$ cat src/rtl/light_bar_monitor_if.sv
// ---------------------------------------------------------------------------
// light_bar_monitor_if
// Bundles the observed lamp bus, the counter clear and every decoded status
// output of light_bar_monitor.
//   master : the side that drives the bus and clear, and reads status
//            (flasher top level or bench)
//   slave  : the monitor itself
// Signals:
//   clr         synchronous clear of counters and sticky error
//   light       lamp bus under observation (WIDTH lamps)
//   level       decoded lamp count 0..WIDTH
//   state       sweep state: 0=IDLE, 1=UP, 2=DOWN
//   turn_pulse  one-cycle pulse on a direction reversal
//   turn_level  level at the last reversal (peak or valley)
//   done_pulse  one-cycle pulse when a DOWN sweep reaches level 0
//   sweep_cnt   completed sweeps, saturating
//   err_shape   one-cycle pulse: bus is not a thermometer code
//   err_step    one-cycle pulse: level moved by more than one lamp
//   err_cnt     total error cycles, saturating
//   err_sticky  set on any error, cleared by reset or clr
// ---------------------------------------------------------------------------
interface light_bar_monitor_if #(
   parameter int WIDTH = 16,
   parameter int LVL_W = 5,
   parameter int CNT_W = 8
);
   logic             clr;
   logic [WIDTH-1:0] light;
   logic [LVL_W-1:0] level;
   logic [1:0]       state;
   logic             turn_pulse;
   logic [LVL_W-1:0] turn_level;
   logic             done_pulse;
   logic [CNT_W-1:0] sweep_cnt;
   logic             err_shape;
   logic             err_step;
   logic [CNT_W-1:0] err_cnt;
   logic             err_sticky;

   modport master (
      output clr, light,
      input  level, state, turn_pulse, turn_level, done_pulse, sweep_cnt,
             err_shape, err_step, err_cnt, err_sticky
   );

   modport slave (
      input  clr, light,
      output level, state, turn_pulse, turn_level, done_pulse, sweep_cnt,
             err_shape, err_step, err_cnt, err_sticky
   );
endinterface

$ cat src/rtl/light_bar_monitor.sv
// ---------------------------------------------------------------------------
// light_bar_monitor
// Receive-side checker for the thermometer-coded lamp bus of the flasher.
// Each clock the bus is decoded to a lamp count and tracked through an
// IDLE/UP/DOWN sweep machine. Reversals, completed sweeps, malformed codes
// and multi-lamp jumps are flagged; sweeps and errors are counted.
// All outputs are registered and reflect the sample taken at the same edge.
// Ports:
//   clk      rising-edge clock
//   reset_n  asynchronous active-low reset
//   bus      light_bar_monitor_if.slave (clr, light in; status out)
// ---------------------------------------------------------------------------
module light_bar_monitor #(
   parameter int WIDTH = 16,
   parameter int LVL_W = 5,
   parameter int CNT_W = 8
) (
   input  logic                clk,
   input  logic                reset_n,
   light_bar_monitor_if.slave  bus
);

   typedef enum logic [1:0] {
      IDLE = 2'd0,
      UP   = 2'd1,
      DOWN = 2'd2
   } sweep_e;

   localparam logic [CNT_W-1:0] CNT_MAX = '1;

   // Registered state and outputs
   sweep_e           state_q;
   logic [LVL_W-1:0] level_q;
   logic [LVL_W-1:0] turn_level_q;
   logic             turn_pulse_q;
   logic             done_pulse_q;
   logic [CNT_W-1:0] sweep_cnt_q;
   logic             err_shape_q;
   logic             err_step_q;
   logic [CNT_W-1:0] err_cnt_q;
   logic             err_sticky_q;

   // Decode of the current sample
   logic [WIDTH-1:0] light_inc;
   logic [LVL_W-1:0] new_lvl;
   logic             valid;
   logic             hold;
   logic             step_up;
   logic             step_dn;
   logic             jump;
   logic             err_now;
   logic             done_now;

   assign light_inc = bus.light + 1'b1;

   always_comb begin
      // NOTE: every signal gets a default before any conditional logic, so
      // no path can leave it unassigned and infer a latch.
      new_lvl  = '0;
      valid    = 1'b0;
      hold     = 1'b0;
      step_up  = 1'b0;
      step_dn  = 1'b0;
      jump     = 1'b0;
      err_now  = 1'b0;
      done_now = 1'b0;

      for (int i = 0; i < WIDTH; i++) begin
         new_lvl = new_lvl + LVL_W'(bus.light[i]);
      end

      // A thermometer code 2^n-1 has no set bit in common with itself + 1
      // (all-ones wraps to zero, which also passes).
      valid   = (bus.light & light_inc) == '0;
      hold    = valid && (new_lvl == level_q);
      step_up = valid && (new_lvl == LVL_W'(level_q + 1'b1));
      step_dn = valid && (LVL_W'(new_lvl + 1'b1) == level_q);
      jump    = valid && !hold && !step_up && !step_dn;

      // Shape and step errors are mutually exclusive: jump requires valid.
      err_now  = !valid || jump;
      done_now = step_dn && (new_lvl == '0) && (state_q != IDLE);
   end

   always_ff @(posedge clk or negedge reset_n) begin
      if (!reset_n) begin
         state_q      <= IDLE;
         level_q      <= '0;
         turn_level_q <= '0;
         turn_pulse_q <= 1'b0;
         done_pulse_q <= 1'b0;
         sweep_cnt_q  <= '0;
         err_shape_q  <= 1'b0;
         err_step_q   <= 1'b0;
         err_cnt_q    <= '0;
         err_sticky_q <= 1'b0;
      end else begin
         // NOTE: non-blocking assignments throughout, so every register here
         // sees the values from before this edge regardless of order.
         turn_pulse_q <= 1'b0;
         done_pulse_q <= done_now;
         err_shape_q  <= !valid;
         err_step_q   <= jump;

         if (jump) begin
            // Resync to the new level without claiming a reversal or sweep.
            level_q <= new_lvl;
            if (new_lvl == '0)
               state_q <= IDLE;
            else if (new_lvl > level_q)
               state_q <= UP;
            else
               state_q <= DOWN;
         end else if (step_up) begin
            level_q <= new_lvl;
            state_q <= UP;
            if (state_q == DOWN) begin
               turn_pulse_q <= 1'b1;
               turn_level_q <= level_q;
            end
         end else if (step_dn) begin
            level_q <= new_lvl;
            state_q <= (new_lvl == '0) ? IDLE : DOWN;
            // Includes the 1 -> 0 step from UP, which is both a peak and the
            // end of a sweep.
            if (state_q == UP) begin
               turn_pulse_q <= 1'b1;
               turn_level_q <= level_q;
            end
         end

         // Counters and sticky flag: clr wins over a same-cycle event.
         if (bus.clr)
            sweep_cnt_q <= '0;
         else if (done_now && sweep_cnt_q != CNT_MAX)
            sweep_cnt_q <= sweep_cnt_q + 1'b1;

         if (bus.clr)
            err_cnt_q <= '0;
         else if (err_now && err_cnt_q != CNT_MAX)
            err_cnt_q <= err_cnt_q + 1'b1;

         if (bus.clr)
            err_sticky_q <= 1'b0;
         else if (err_now)
            err_sticky_q <= 1'b1;
      end
   end

   assign bus.level      = level_q;
   assign bus.state      = state_q;
   assign bus.turn_pulse = turn_pulse_q;
   assign bus.turn_level = turn_level_q;
   assign bus.done_pulse = done_pulse_q;
   assign bus.sweep_cnt  = sweep_cnt_q;
   assign bus.err_shape  = err_shape_q;
   assign bus.err_step   = err_step_q;
   assign bus.err_cnt    = err_cnt_q;
   assign bus.err_sticky = err_sticky_q;

endmodule

$ cat src/flat_wrapper.sv
// flat-port wrapper written by rule: the top's interface ports become plain ports
module light_bar_monitor_flat 
#(
   parameter int WIDTH = 16,
   parameter int LVL_W = 5,
   parameter int CNT_W = 8
)
  (clk, reset_n, bus_clr, bus_light, bus_level, bus_state, bus_turn_pulse, bus_turn_level, bus_done_pulse, bus_sweep_cnt, bus_err_shape, bus_err_step, bus_err_cnt, bus_err_sticky);
  light_bar_monitor_if #(.WIDTH(WIDTH), .LVL_W(LVL_W), .CNT_W(CNT_W)) bus_i ();
  input  logic clk;
  input  logic reset_n;
  input wire logic [$bits(bus_i.clr)-1:0] bus_clr;
  input wire logic [$bits(bus_i.light)-1:0] bus_light;
  output wire logic [$bits(bus_i.level)-1:0] bus_level;
  output wire logic [$bits(bus_i.state)-1:0] bus_state;
  output wire logic [$bits(bus_i.turn_pulse)-1:0] bus_turn_pulse;
  output wire logic [$bits(bus_i.turn_level)-1:0] bus_turn_level;
  output wire logic [$bits(bus_i.done_pulse)-1:0] bus_done_pulse;
  output wire logic [$bits(bus_i.sweep_cnt)-1:0] bus_sweep_cnt;
  output wire logic [$bits(bus_i.err_shape)-1:0] bus_err_shape;
  output wire logic [$bits(bus_i.err_step)-1:0] bus_err_step;
  output wire logic [$bits(bus_i.err_cnt)-1:0] bus_err_cnt;
  output wire logic [$bits(bus_i.err_sticky)-1:0] bus_err_sticky;
  assign bus_i.clr = bus_clr;
  assign bus_i.light = bus_light;
  assign bus_level = bus_i.level;
  assign bus_state = bus_i.state;
  assign bus_turn_pulse = bus_i.turn_pulse;
  assign bus_turn_level = bus_i.turn_level;
  assign bus_done_pulse = bus_i.done_pulse;
  assign bus_sweep_cnt = bus_i.sweep_cnt;
  assign bus_err_shape = bus_i.err_shape;
  assign bus_err_step = bus_i.err_step;
  assign bus_err_cnt = bus_i.err_cnt;
  assign bus_err_sticky = bus_i.err_sticky;
  light_bar_monitor #(.WIDTH(WIDTH), .LVL_W(LVL_W), .CNT_W(CNT_W)) u_core (.clk(clk), .reset_n(reset_n), .bus(bus_i));
endmodule
$ cat config.mk
export PLATFORM = sky130hd
export DESIGN_NAME = light_bar_monitor_flat
export DESIGN_NICKNAME = d
export VERILOG_FILES = /design/src/rtl/light_bar_monitor_if.sv /design/src/rtl/light_bar_monitor.sv /design/src/flat_wrapper.sv
export SDC_FILE = /design/constraint.sdc
export NUM_CORES = 1
export LEC_CHECK = 0
export CORE_ASPECT_RATIO = 2
export CORE_MARGIN = 3
export CORE_UTILIZATION = 56
export CTS_BUF_LIST = sky130_fd_sc_hd__clkbuf_8 sky130_fd_sc_hd__clkbuf_16
export CTS_CLUSTER_SIZE = 12
export DETAILED_ROUTE_END_ITERATION = 16
export PLACE_DENSITY = 0.86
export SLEW_MARGIN = 30
export SYNTH_ARGS = -nofsm -noshare
export SYNTH_HDL_FRONTEND = slang
export SYNTH_SLANG_ARGS = --single-unit
$ cat constraint.sdc
create_clock -name clk -period 5.5 [get_ports clk]
set_input_delay 0.55 -clock clk [delete_from_list [all_inputs] [get_ports clk]]
set_output_delay 0.55 -clock clk [all_outputs]
set_load 0.02 [all_outputs]
==> impl_metrics.ini, run 1 <==
[sta]
fin_crit_sh_pct = 104
max_freq_ghz = 0.174
rsz0062_at_grt = true
setup_viol = 18
finalMaxSlewViolations = 0
fin_crit_ps = 5740
fin_worst_skew_ps = 6.34
slew_headroom_pct = 44.2
setup_slack_ps = -245
report.final.hold_viol_count = 0
worstMarginPinSlew_ps = 835

[logic_synthesis]
synth_seq_cells = 33
synth_edf_count = 0
syn-instance-count = 267
ys_types = 48
synth_ff_type = dfrtp_1
synth_warnings = 0
syn_nets = 313
synthArstFlopShare_pct = 100
avgSynthCellArea_um2 = 9.39
yosysSeqAreaShare_pct = 33.0
syn_area_mm2 = 0.00251

[floorplanning]
die_x_um = 53.3
num_rows = 33
io_pins = 52
fp.coreArea_mm2 = 0.00421
fp.dieArea_mm2 = 0.00536
die_y_um = 101
initial_core_util_pct = 59.5

[drt]
drc = 0
route.antenna.remaining_nets = 0
vias = 2621
drt_wl_total_um = 8140
drt_iter0_markers = 135
via_per_inst = 6.11
routedWlPerCell_um = 19.0
drt-pass1-iter-count = 4

[critical_path]
critPathCaptureType = register
crit_fanout = 6
worstPathArrival_ps = 5930
criticalPathCategory = primary input to register
rrSetupSlack_ps = 2770
reg2reg_to = u_core.bus.sweep_cnt[6]
cp.required_ps = 5680
reg2regPathDepth = 6
critical_path.startpoint_type = primary input
r2r-start = u_core.bus.level[3]

[clocking]
cts_tree = done
cts_sinks = 33
cts.htree.levels = 2
cts.path.max_buffers = 2
worstSkewPairLatency_ps = 300
cts_made_buffers = 5
holdBufCountCts = 0
clk_pin_slew_ps = 70
cts-root-buf = clkbuf_8

[worst_hold_path]
min_from = u_core.bus.turn_level[4]
whs_path_depth = 1
min_to = u_core.bus.turn_level[4]
hold_class = register to register

[global_routing]
grt-ovfl-total = 0
grt_pass1_wl_um = 11400
grt_pass1_vias = 2671
track_usage_pct = 29.0
antenna_found_initial = 0
grt_max_degree = 34

[power_and_ir_drop]
clockPowerShare_pct = 13.6
p_seq_share_pct = 18.8
irDropWorstVdd_uv = 429
switchingPower_w = 0.000536
p_comb_share_pct = 67.7
p_leak_nw = 1.72
p_per_area_mw_per_mm2 = 366
switching_share_pct = 39.9
p_int_w = 0.000807
finalPower_w = 0.00134

[status]
outcome = complete, but fails checks
violations = negative setup slack

[layout]
drive_above_1_share_pct = 26.5
antenna_cells = 0
area_growth_pct = 46.4
final_cell_area_mm2 = 0.00367
fillers = 233
final_nets = 422

[placed_design]
place_area_mm2 = 0.00344
place.gp.congestion = 0.896
hpwl_um = 5560
port_buffers = 51

[flow_run]
max_cap_viol_count = 0
[logic make-up (layout without fill, tap and decap cells)]
group | after synthesis | after routing | share of synthesized area [%]
AND/OR/NAND/NOR | 95 | 95 | 21.9
AO/OA/AOI/OAI | 50 | 50 | 12.9
buffers and inverters | 40 | 150 | 6.29
flip-flops | 33 | 33 | 33.0
adder cells (fa/ha/maj) | 27 | 27 | 16.5
XOR/XNOR | 11 | 11 | 4.69
multiplexers | 11 | 11 | 4.79
[critical path, cell delays in order]
cell and delay (ps):
buf_8 100, inv_6 50, ha_4 190, fa_1 560, fa_1 430, fa_1 540, fa_1 440, fa_2 360
fa_1 530, inv_2 70, ha_4 160, xor2_1 140, xnor2_1 180, a32o_2 220, nand3_2 90, or4b_4 590
or3_4 410, mux2_4 300
[synth_stat cells (5+ instances only)]
master   count  area, um^2
nand3_1     17        85.1
o21ai_0     14        70.1
a21oi_1     12        60.1
nor2b_1     11        68.8
nand4_1      5        31.3
dfrtp_1     33         826
or3_1       10        62.6
nor2_1      11        41.3
xor2_1       6        52.6
inv_1       35         131
nand2_1     18        67.6
mux2_2       6        67.6
fa_1        10         200
ha_1        17         213
[routing by layer]
layer	global-route usage (%)	share of wire [%]	wire length [um]	vias up
li1	-	-	-	1154
met1	24.6	30	2460	1245
met2	54.8	56	4540	162
met3	4.44	4.8	388	60
met4	22.0	9.2	747	0
met5	0	0	0	-
[power by group through the flow]
stage / clock network [W] / logic (W) / registers (W)
floorplan: 0 / 0.000460 / 0.000259
global placement: 0 / 0.000760 / 0.000256
detailed placement: 0 / 0.000802 / 0.000256
CTS: 0.000178 / 0.000823 / 0.000251
global route: 0.000189 / 0.000971 / 0.000252
finish: 0.000182 / 0.000909 / 0.000252
[state kept, by name (all words and copies together), names as in the netlist]
signal	count
u_core.bus.err_sticky	1
u_core.bus.level	5
u_core.bus.state	2
u_core.bus.err_cnt	8
u_core.bus.err_step	1
u_core.bus.err_shape	1
u_core.bus.done_pulse	1
u_core.bus.turn_level	5
u_core.bus.sweep_cnt	8
u_core.bus.turn_pulse	1
[cell usage in the layout, fill, tap and decap left out, types with 10 or more instances in the layout]
cell type	netlist	final
nand3_1	17	16
nor2_1	11	11
clkdlybuf4s50_1	0	44
o21ai_0	14	14
nor2b_1	11	10
inv_1	35	33
buf_4	0	53
nand2_1	18	18
dfrtp_1	33	33
ha_1	17	15
[final cells by class]
| type | instances | area (um^2) | area share (%) |
|---|---|---|---|
| Timing Repair Buffer | 107 | 936 | 25.5 |
| Clock buffer | 5 | 68.8 | 1.88 |
| Inverter | 35 | 136 | 3.72 |
| Tap cell | 52 | 65.1 | 1.77 |
| Sequential cell | 33 | 826 | 22.5 |
| Multi-Input combinational cell | 194 | 1620 | 44.2 |
| Clock inverter | 3 | 13.8 | 0.375 |
[stage by stage]
| step | hold WS (ps) | utilization, % | setup WS (ps) | TNS (ps) | std cells |
|---|---|---|---|---|---|
| detailed placement | 494 | 81.8 | -941 | -22490 | 411 |
| CTS | 510 | 85.2 | -224 | -1900 | 423 |
| floorplan | 254 | - | -198 | -829 | 267 |
| global placement | 487 | 81.8 | -807 | -17010 | 411 |
| finish | 507 | 87.1 | -245 | -2720 | 429 |
| global route | 540 | 87.1 | -349 | -5140 | 429 |
[how the worst max path moves through the flow]
| stage | from | slack [ps] | end | cells past startpoint |
|---|---|---|---|---|
| floorplan | bus_light[1] | -200 | u_core.bus.sweep_cnt[7] | 17 |
| global placement | bus_light[0] | -810 | u_core.bus.sweep_cnt[6] | 18 |
| detailed placement | bus_light[0] | -940 | u_core.bus.sweep_cnt[6] | 18 |
| CTS | bus_light[0] | -220 | u_core.bus.sweep_cnt[6] | 18 |
| global route | bus_light[0] | -350 | u_core.bus.err_cnt[7] | 20 |
| finish | bus_light[0] | -240 | u_core.bus.sweep_cnt[6] | 18 |
[repair_timing]
| action | 4_1_cts | 5_1_grt |
|---|---|---|
| resized for setup | 27 | 5 |
| endpoints found under the setup margin | 31 | 22 |
| setup buffers | 4 | 5 |
| pin swaps | 16 | 6 |
| gates cloned | 0 | 1 |
No activity file was read; power rests on OpenSTA's default activity.
==> run 2, diff against run 1 <==
--- a/config.mk
+++ b/config.mk
@@ -7,11 +7,11 @@
 export LEC_CHECK = 0
 export CORE_ASPECT_RATIO = 2
 export CORE_MARGIN = 3
-export CORE_UTILIZATION = 56
+export CORE_UTILIZATION = 40
 export CTS_BUF_LIST = sky130_fd_sc_hd__clkbuf_8 sky130_fd_sc_hd__clkbuf_16
 export CTS_CLUSTER_SIZE = 12
 export DETAILED_ROUTE_END_ITERATION = 16
-export PLACE_DENSITY = 0.86
+export DONT_BUFFER_PORTS = 1
 export SLEW_MARGIN = 30
 export SYNTH_ARGS = -nofsm -noshare
 export SYNTH_HDL_FRONTEND = slang
==> impl_metrics.ini, run 2 (synthesis results as in run 1) <==
[status]
outcome = complete, but fails checks
violations = negative setup slack

[layout]
final_cell_area_mm2 = 0.00307
final_nets = 343
layout_common_cells = inv_1 (33), dfrtp_1 (33), buf_4 (27)
antenna_cells = 0
fillers = 571
drive_above_1_share_pct = 23.5
area_growth_pct = 22.6
final_cell_count_no_fill = 382

[clocking]
cts.path.max_buffers = 2
worstSkewPairLatency_ps = 280
cts-root-buf = clkbuf_16
cts.htree.levels = 2
cts_tree = done
clk_pin_slew_ps = 50
cts_sinks = 33
cts_made_buffers = 5

[drt]
routedWlPerCell_um = 15.8
drc = 0
drt_iter0_markers = 101
drt_wl_total_um = 6040
route.antenna.remaining_nets = 0
drt-pass1-iter-count = 4
via_per_inst = 5.40
vias = 2061

[power_and_ir_drop]
p_per_area_mw_per_mm2 = 425
p_leak_nw = 1.41
clockPowerShare_pct = 20.4
p_int_w = 0.000828
switching_share_pct = 36.7
p_comb_share_pct = 59.9
irDropWorstVdd_uv = 247
p_seq_share_pct = 19.6
switchingPower_w = 0.000480

[floorplanning]
num_rows = 40
io_pins = 52
die_y_um = 118
die_x_um = 62.0
initial_core_util_pct = 41.4
fp.dieArea_mm2 = 0.00731
fp.coreArea_mm2 = 0.00606

[sta]
rsz0062_at_grt = true
finalSetupTns_ps = -131
fin_worst_skew_ps = 3.45
setup_slack_ps = -71.6
fin_crit_sh_pct = 101
slew_headroom_pct = 68.3
worstMarginPinSlew_ps = 475
fin_crit_ps = 5570
report.final.hold_viol_count = 0
finalMaxSlewViolations = 0
setup_viol = 3
max_freq_ghz = 0.179

[placed_design]
dp_cells = 370
port_buffers = 0
place_worst_setup_slack_ps = -415
place_area_mm2 = 0.00281
place.gp.congestion = 0.797
hpwl_um = 4940

[critical_path]
r2r-start = u_core.bus.level[3]
cp.required_ps = 5660
reg2reg_to = u_core.bus.sweep_cnt[6]
worstPathArrival_ps = 5730
critical_path.startpoint_type = primary input
criticalPathCategory = primary input to register
crit_fanout = 7
rrSetupSlack_ps = 2700
critPathCaptureType = register
reg2regPathDepth = 6
crit_path_start = bus_light[1]

[global_routing]
grt-ovfl-total = 0
antenna_found_initial = 0
grt_max_degree = 34
track_usage_pct = 17.7
grt_pass1_vias = 2224
grt_pass1_wl_um = 9740

[flow_run]
max_cap_viol_count = 0

[worst_hold_path]
hold_class = primary input to async pin
[run 2: changes by cell type in the layout (fill, tap and decap cells not counted), moves of 2 or more]
cell	change
clkbuf_16	+5
clkdlybuf4s50_1	-44
buf_6	-2
clkbuf_8	-5
or3_1	+2
buf_4	-26
or3_4	-2
dlygate4sd2_1	-5
inv_2	-2
[run 2: metrics by stage]
stage / hold slack, ps / power (W) / util (%)
finish: 89.0 / 0.00131 / 50.7
global route: 100 / 0.00141 / 50.7
CTS: 97.6 / 0.00126 / 49.4
detailed placement: 255 / 0.000969 / 46.4
global placement: 255 / 0.000955 / 46.4
floorplan: 254 / 0.000719 / -
[run 2: area by class of cell]
cell class	instances	area, um^2	area share [%]
multi-input combinational	194	1640	53.3
clock buffer	5	125	4.07
timing repair buffer	28	223	7.25
inverter	35	139	4.52
tap	84	105	3.42
sequential	33	826	26.9
clock inverter	3	17.5	0.570
[run 2: critical path, cell delays in order]
cell and delay [ps]:
ha_4 220, fa_1 520, fa_1 430, fa_1 510
fa_1 450, fa_2 400, fa_2 590, inv_4 50
ha_4 160, xor2_2 140, xnor2_1 170, a32o_2 220
nand3_4 100, or4b_4 540, or3_1 380, mux2_4 300
[run 2: routing by layer]
layer / global-route usage, % / part of all wire [%] / vias up
met1: 15.0 / 32 / 989
met2: 34.4 / 60 / 60
met5: 0 / 0 / -
met3: 2.74 / 4.6 / 13
li1: - / - / 999
met4: 9.56 / 3.6 / 0
[run 2: power groups by stage]
stage	combinational [W]	sequential (W)	clock (W)
floorplan	0.000460	0.000259	0
global placement	0.000694	0.000261	0
detailed placement	0.000708	0.000261	0
CTS	0.000730	0.000257	0.000272
global route	0.000870	0.000257	0.000284
finish	0.000784	0.000257	0.000267
[run 2: how the worst max path moves through the flow]
| stage | to | slack [ps] | cells past startpoint |
|---|---|---|---|
| 2_1_floorplan | u_core.bus.sweep_cnt[7] | -200 | 17 |
| 3_3_place_gp | u_core.bus.sweep_cnt[6] | -350 | 17 |
| 3_5_place_dp | u_core.bus.sweep_cnt[6] | -420 | 16 |
| 4_1_cts | u_core.bus.sweep_cnt[6] | -70 | 16 |
| 5_1_grt | u_core.bus.sweep_cnt[6] | -210 | 16 |
| 6_report | u_core.bus.sweep_cnt[6] | -70 | 16 |
[run 2: what timing repair did]
action,CTS,global route
gates cloned,0,0
hold buffers,1,0
setup buffers,1,2
hold endpoints to repair,33,0
pin swaps,1,3
endpoints found under the setup margin,7,18
gates resized for setup,3,14
==> run 3, diff against run 2 <==
--- a/config.mk
+++ b/config.mk
@@ -9,6 +9,7 @@
 export CORE_MARGIN = 3
 export CORE_UTILIZATION = 40
 export CTS_BUF_LIST = sky130_fd_sc_hd__clkbuf_8 sky130_fd_sc_hd__clkbuf_16
+export CTS_CLUSTER_DIAMETER = 100
 export CTS_CLUSTER_SIZE = 12
 export DETAILED_ROUTE_END_ITERATION = 16
 export DONT_BUFFER_PORTS = 1
==> results of run 3 <==
No change in the layout: final DEF, timing and power equal those of run 2.
